$ cat config.mk
export PLATFORM = sky130hd
export DESIGN_NAME = hazard_scoreboard
export DESIGN_NICKNAME = d
export VERILOG_FILES = /design/src/rtl/pipeline_pkg.sv /design/src/rtl/scoreboard_entry.sv /design/src/rtl/hazard_scoreboard.sv
export SDC_FILE = /design/constraint.sdc
export NUM_CORES = 1
export LEC_CHECK = 0
export CORE_ASPECT_RATIO = 1.4
export CORE_UTILIZATION = 60
export DETAILED_ROUTE_END_ITERATION = 6
export GPL_TIMING_DRIVEN = 1
export PLACE_DENSITY = 0.81
export SLEW_MARGIN = 20
export SYNTH_ARGS = -nofsm -noshare
export SYNTH_HDL_FRONTEND = slang
export SYNTH_SLANG_ARGS = --single-unit
export TNS_END_PERCENT = 10
$ cat constraint.sdc
create_clock -name clk -period 4.3 [get_ports clk]
set_clock_uncertainty 0.15 [all_clocks]
set_input_delay 0.43 -clock clk [delete_from_list [all_inputs] [get_ports clk]]
set_output_delay 0.43 -clock clk [all_outputs]
set_load 0.03 [all_outputs]
$ cat src/rtl/pipeline_pkg.sv
// Shared pipeline types and issue-latency constants used by the hazard scoreboard and its users.
// No logic; latencies are extra cycles until a result reaches the EX/MEM forward path.
package pipeline_pkg;

  typedef logic [4:0] reg_idx_t;

  localparam int LAT_W = 3;

  localparam logic [LAT_W-1:0] LAT_ALU  = 3'd0;
  localparam logic [LAT_W-1:0] LAT_LOAD = 3'd1;
  localparam logic [LAT_W-1:0] LAT_MUL  = 3'd3;
  localparam logic [LAT_W-1:0] LAT_DIV  = 3'd7;

endpackage

$ cat src/rtl/scoreboard_entry.sv
// One per-register down-counter: load beats clear beats decrement; stops at zero, never wraps.
// State updates on the clock edge; o_cnt/o_busy reflect the registered count, no backpressure.
module scoreboard_entry #(
  parameter int LAT_W = pipeline_pkg::LAT_W
) (
  input  logic             clk,
  input  logic             rst,
  input  logic             i_clr,
  input  logic             i_ld,
  input  logic [LAT_W-1:0] i_ld_val,
  output logic [LAT_W-1:0] o_cnt,
  output logic             o_busy
);

  logic [LAT_W-1:0] r_cnt;

  always_ff @(posedge clk) begin
    if (rst) begin
      r_cnt <= '0;
    end else if (i_ld) begin
      r_cnt <= i_ld_val;
    end else if (i_clr) begin
      r_cnt <= '0;
    end else if (r_cnt != '0) begin
      r_cnt <= r_cnt - 1'b1;
    end
  end

  assign o_cnt  = r_cnt;
  assign o_busy = (r_cnt != '0);

endmodule

$ cat src/rtl/hazard_scoreboard.sv
// ID->EX issue scoreboard: stall is combinational from ID fields and registered per-register counts.
// Optional SCOREBOARD_STATS_EN adds a saturating stall_cycles counter.
module hazard_scoreboard #(
  parameter int NUM_REGS = 32,
  parameter int LAT_W    = pipeline_pkg::LAT_W
) (
  input  logic                clk,
  input  logic                rst,
  input  logic                id_valid,
  input  logic [4:0]          id_rs1,
  input  logic [4:0]          id_rs2,
  input  logic                id_uses_rs1,
  input  logic                id_uses_rs2,
  input  logic [4:0]          id_rd,
  input  logic                id_RegWrite,
  input  logic [LAT_W-1:0]    id_latency,
  input  logic                id_flush,
  input  logic                ex_flush,
  output logic                stall,
  output logic [NUM_REGS-1:0] pending_mask
`ifdef SCOREBOARD_STATS_EN
  ,
  output logic [31:0]         stall_cycles
`endif
);

  import pipeline_pkg::*;

  logic [LAT_W-1:0]    w_cnt [NUM_REGS];
  logic [NUM_REGS-1:0] w_busy;
  logic                w_raw1;
  logic                w_raw2;
  logic                w_waw;
  logic                w_issue;
  logic                w_load;
  logic                w_flush;
  reg_idx_t            r_last_rd;
  logic                r_last_vld;

  // x0 is never tracked, so its slot reads as permanently idle.
  assign w_cnt[0]  = '0;
  assign w_busy[0] = 1'b0;

  for (genvar r = 1; r < NUM_REGS; r++) begin : g_entry
    scoreboard_entry #(.LAT_W(LAT_W)) u_entry (
      .clk      (clk),
      .rst      (rst),
      .i_clr    (w_flush && (r_last_rd == reg_idx_t'(r))),
      .i_ld     (w_load && (id_rd == reg_idx_t'(r))),
      .i_ld_val (id_latency),
      .o_cnt    (w_cnt[r]),
      .o_busy   (w_busy[r])
    );
  end

  assign w_raw1 = id_uses_rs1 && (id_rs1 != '0) && (w_cnt[id_rs1] != '0);
  assign w_raw2 = id_uses_rs2 && (id_rs2 != '0) && (w_cnt[id_rs2] != '0);
  // A younger writer may issue once the older result lands no later than its own.
  assign w_waw  = id_RegWrite && (id_rd != '0) && (w_cnt[id_rd] > id_latency);

  assign stall   = id_valid && !id_flush && (w_raw1 || w_raw2 || w_waw);
  assign w_issue = id_valid && !id_flush && !stall;
  assign w_load  = w_issue && id_RegWrite && (id_rd != '0);
  assign w_flush = ex_flush && r_last_vld;

  assign pending_mask = w_busy;

  always_ff @(posedge clk) begin
    if (rst) begin
      r_last_vld <= 1'b0;
      r_last_rd  <= '0;
    end else begin
      r_last_vld <= w_load && (id_latency != '0);
      r_last_rd  <= id_rd;
    end
  end

`ifdef SCOREBOARD_STATS_EN
  logic [31:0] r_stall_cycles;

  always_ff @(posedge clk) begin
    if (rst) begin
      r_stall_cycles <= '0;
    end else if (stall && (r_stall_cycles != 32'hFFFF_FFFF)) begin
      r_stall_cycles <= r_stall_cycles + 32'd1;
    end
  end

  assign stall_cycles = r_stall_cycles;
`endif

endmodule
* After elaboration in Yosys (flattened, before gate mapping) *
Cells that the tools add are included.

word-level totals
  bits in registers = 99
  output and inout port bits = 33
  word-level logic and storage cells = 382

operators by class
  $add $sub $neg = 31
  order comparisons = 4
  equality and inequality tests = 62
  muxes and demuxes = 102
  bitwise operators = 3
  reductions and logical operators = 147

operators with widths
  kind                                                                 number
  3-bit 2-to-1 mux                                                     99
  3-bit nonzero test                                                   65
  5-bit == test (second input constant)                                32
  3-bit by 1-bit subtractor with 3-bit output (second input constant)  31
  5-bit by 4-bit == test with 1-bit output (second input constant)     16
  1-bit logical AND                                                    75
  3-bit binary-select mux with 5-bit select                            3
  5-bit by 3-bit == test with 1-bit output (second input constant)     8
  5-bit by 2-bit == test with 1-bit output (second input constant)     4
  6-bit greater-or-equal comparator (second input constant)            3
  5-bit inverter with 6-bit output                                     3
  5-bit nonzero test                                                   3
  5-bit by 1-bit == test with 1-bit output (second input constant)     2
  3-bit greater-than comparator                                        1
  1-bit logical NOT                                                    2
  1-bit logical OR                                                     2

* Depth between registers and ports, before layout *
  word-level depth = 15
  mapped depth = 18

* Cells and area by module *
Synthesis repeated with hierarchy kept, for this count alone.

second synthesis, totals
  cell total of the unflattened synthesis = 908
  area, all modules = 7848.8 µm²

by module, submodules not included
  module             times used  cells each  area each (µm²)  seq. area each (µm²)
  scoreboard_entry   31          19          171.4            60.1
  hazard_scoreboard  1           319         2534.9           120.1

* Worst setup path before layout *
Ideal clock, no wire load.

  path type = input to output
  start = input id_rd[0]
  end = output stall
  arrival time = 3.584 ns
  required time = 3.720 ns
  path slack = 0.136 ns
  stages on the path = 16
  cells stage by stage = buf_4 > buf_2 > mux4_2 > a221oi_1 > a21oi_1 > a211oi_1 > a21oi_1 > ha_1 > nor2b_1 > o21a_1 > o221ai_1 > a31oi_1 > nor3_4 > buf_6 > nand2_1 > and3b_1

between the ends
  word-level cells in the longest chain between the ends = 8
  elaborated cells between the ends (all ways) = 10

ends and longest elaborated chain
  element                                                 RTL line                 RTL
  start: declaration                                      hazard_scoreboard.sv:14  input logic [4:0] id_rd,
  5-bit inverter with 6-bit output (not written as such)  hazard_scoreboard.sv:59  assign w_waw = id_RegWrite && (id_rd != '0) && (w_cnt[id_rd] > id_latency);
  3-bit binary-select mux with 5-bit select               hazard_scoreboard.sv:59
  3-bit 2-to-1 mux (not written as such) (2 in a row)     hazard_scoreboard.sv:59
  3-bit greater-than comparator                           hazard_scoreboard.sv:59
  1-bit logical AND *                                     hazard_scoreboard.sv:59
  1-bit logical OR *                                      hazard_scoreboard.sv:61  assign stall = id_valid && !id_flush && (w_raw1 || w_raw2 || w_waw);
  1-bit logical AND *                                     hazard_scoreboard.sv:61
  end: declaration                                        hazard_scoreboard.sv:19  output logic stall,

Mark *: on every way between the ends. The rest lies on a longest branch, timed or not. The select of a mux whose other input is x is not followed.

* Worst setup path in the final report *
  start = input id_rd[1]
  end = output stall

The elaborated chain is that of the path after synthesis.

==> results.py <==
metrics = {
    "timing": {
        "fin_crit_ps": 4120,
        "tns_ps": 0,
        "final_hold_viol_count": 0,
        "tightest_slew_ps": 1070,
        "relSlewSlack_pct": 28.5,
        "fmaxAchievable_ghz": 0.243,
        "rsz0062_at_grt": "false",
        "post-route-period-util_pct": 95.8,
        "finalSetupViolations": 0,
        "drv_slew": 0,
    },
    "final_layout": {
        "drive_gt1_share_pct": 13.2,
        "fillCellCount": 1114,
        "fin_area_mm2": 0.00955,
        "fin_nets": 1127,
        "synthToLayoutAreaGrowth_pct": 13.0,
        "num_antenna_cells": 0,
        "instances_no_fill": 1223,
    },
    "critical_path": {
        "critPathTopFamily": "buffers and inverters",
        "slowest_delay_ps": 470,
        "crit_required_ps": 3720,
        "crit_chain": "dlygate4sd2_1, buf_12, buf_8, buf_4, mux4_2, mux4_2, inv_1, a21oi_1, ha_1, nor2b_1, o21a_1, o221ai_2, a31oi_2, nor3_4, nand2_2, and3b_1, buf_4",
        "start_kind": "input port",
        "crit_slowest_cell": "mux4_2",
        "critPathBufInv": 6,
        "arrival_ps": 3540,
        "path_class": "input port to primary output",
        "cp_max_fo": 6,
        "cp-end-kind": "primary output",
    },
    "global_routing": {
        "grt_start_max_net_pins": 39,
        "grt_pass1_wl_um": 38300,
        "track_usage_pct": 35.2,
        "grt-ovfl-total": 0,
        "antenna_found_initial": 0,
        "grt_pass1_vias": 7291,
    },
    "drt": {
        "met1_length_um": 8540,
        "met3_wirelength_um": 1720,
        "dr_wl_met2_um": 12200,
        "first_pass_iters": 6,
        "vias_per_cell": 6.14,
        "drc_errors": 0,
        "wirelength_um": 24500,
        "routedWlPerCell_um": 20.0,
        "postRouteAntennaNets": 0,
        "highest_layer": "met4",
        "drtIter0Drc": 491,
        "vias": 7512,
    },
    "floorplan": {
        "die_h_um": 142,
        "rows": 50,
        "coreArea_mm2": 0.0136,
        "die_area_mm2": 0.0146,
        "dieWidth_um": 102,
        "io_pins": 59,
        "start_util_pct": 62.2,
    },
    "logic_synthesis": {
        "synth_edf_count": 0,
        "synth.avg_cell_area_um2": 8.47,
        "synth-async-reset-ratio_pct": 0,
        "synth_top_area_cell": "dfxtp_1",
        "yosysTopAreaCellShare_pct": 23.5,
        "yosys-top-cells-area": "dfxtp_1, mux2i_1, ha_1, mux4_2, nand2_1",
        "ys_types": 60,
        "ys_ff_latch": 99,
        "ys.warnings.count": 0,
        "syn-num-nets": 1088,
        "netlist_area_mm2": 0.00845,
        "synth-seq-area-share_pct": 23.5,
        "syn-instance-count": 997,
        "synth-main-ff-cell": "dfxtp_1",
    },
    "job": {
        "maxCapViolCount": 0,
    },
    "place": {
        "port_buffers": 57,
        "dp_hpwl_um": 18800,
        "dpl_cell_area_mm2": 0.00920,
        "gp_congestion": 0.990,
        "dp_cells": 1204,
    },
    "clock_network": {
        "numCtsBuffers": 9,
        "cts_root_buf": "clkbuf_16",
        "cts.sinks": 99,
        "tritoncts": "yes",
        "ctsLongestPathBuffers": 2,
        "clk_latency_ps": 360,
        "htree_levels": 3,
        "cts.clk_slew.worst_paths_ps": 80,
    },
    "pwr": {
        "p_leak_uw": 0.00441,
        "power.density_mw_per_mm2": 776,
        "vdd_drop_max_mv": 0.573,
    },
    "hold_path": {
        "hp-class": "input port to register",
    },
    "outcome": {
        "status": "finished, final reports clean",
    },
}
-- routing by layer --
| metal | vias up | global-route usage, % |
|---|---|---|
| met1 | 3492 | 36.9 |
| met2 | 374 | 61.3 |
| li1 | 3511 | - |
| met4 | 0 | 26.8 |
| met3 | 135 | 6.24 |
| met5 | - | 0 |
-- stage by stage --
step	hold WS [ps]	util [%]	total power, uW	setup WS, ps
finish	469	70.3	7410	180
global route	476	70.3	8010	39.6
CTS	462	70.3	7380	152
detailed placement	459	67.8	6510	1.46
global placement	453	67.8	6340	-2.89
floorplan	416	-	5340	136
-- timing repair --
action                     4_1_cts  5_1_grt
hold endpoints to repair         0        0
cloned                           0        0
setup endpoints to repair        1        1
setup buffers                    3        0
hold buffers                     0        0
resized for setup                8        1
pin swaps                        1        1
-- path summary, 6_finish.rpt --
kind,startpoint,to,slack (ps),depth (start not counted)
setup / recovery,id_rd[1],stall,180,17
hold / removal,id_rd[0],r_last_rd[0]$_SDFF_PP0_,470,3
setup reg to reg,g_entry[11].u_entry.o_cnt[1]$_SDFFE_PP0P_,g_entry[13].u_entry.o_cnt[0]$_SDFFE_PP0P_,670,15
hold reg to reg,g_entry[1].u_entry.o_cnt[0]$_SDFFE_PP0P_,g_entry[1].u_entry.o_cnt[0]$_SDFFE_PP0P_,470,3
-- cell usage in the layout, fill, tap and decap left out, drive strengths merged, types with 5 or more instances in the layout --
master and count:
nand2 165, inv 132, mux2i 100, dfxtp 99, o21ai 71, ha 65, clkdlybuf4s50 54, buf 52
a21oi 40, nand4 33, xnor2 31, nor2 29, mux4 28, nor3 20, nor2b 13, clkbuf 11
nor4 10, nand2b 8, a211oi 7, nor4b 7, o211ai 6, a2111oi 5
-- synthesized netlist by cell type (all sizes together) (3+ instances only) --
library cell  number
dfxtp             99
mux4              28
nor4b              7
nor2              29
a22o               3
a32oi              3
nor3              20
mux2i            100
nand4             33
nand2            165
a21oi             40
nor4              10
a211oi             7
nand2b             8
a31oi              3
inv              129
clkbuf            23
a311oi             3
o211ai             6
nor3b              4
nand3b             4
nand3              4
buf               56
nor2b             13
ha                65
o21ai             71
xnor2             31
a2111oi            5
-- cell type report --
cell class / count / area (um2) / area share [%]
well taps: 182 / 228 / 2.39
clock inverters: 5 / 42.5 / 0.446
flip-flops and latches: 99 / 1980 / 20.8
inverters: 129 / 484 / 5.07
repair buffers: 107 / 1040 / 10.9
multi-input cells: 690 / 5520 / 57.8
clock buffers: 11 / 253 / 2.65
-- tightest hold or removal path: stages --
cell and delay, ps:
buf_2 150, buf_12 180, nor2b_1 150
-- power breakdown --
group          total, uW  internal, uW  switching [uW]
sequential          1920          1340             577
clock                826           433             393
combinational       4660          2100            2560
-- registers in the layout, indices dropped and copies added (netlist names) --
| name | cells |
|---|---|
| r_last_rd | 5 |
| g_entry.u_entry.o_cnt | 93 |
| r_last_vld | 1 |
-- cells by family (layout without fill, tap and decap cells) --
logic type      Yosys count  after routing  share of synthesized area, %
compound gates          159            159                          11.2
xor+xnor                 31             31                          3.21
fa+ha+maj                65             65                          9.63
buf+inv                 208            252                          11.5
flops                    99             99                          23.5
mux                     130            130                          19.6
other cells               1              1                        0.0444
simple gates            304            304                          21.3
(Power assumes the default switching activity.)
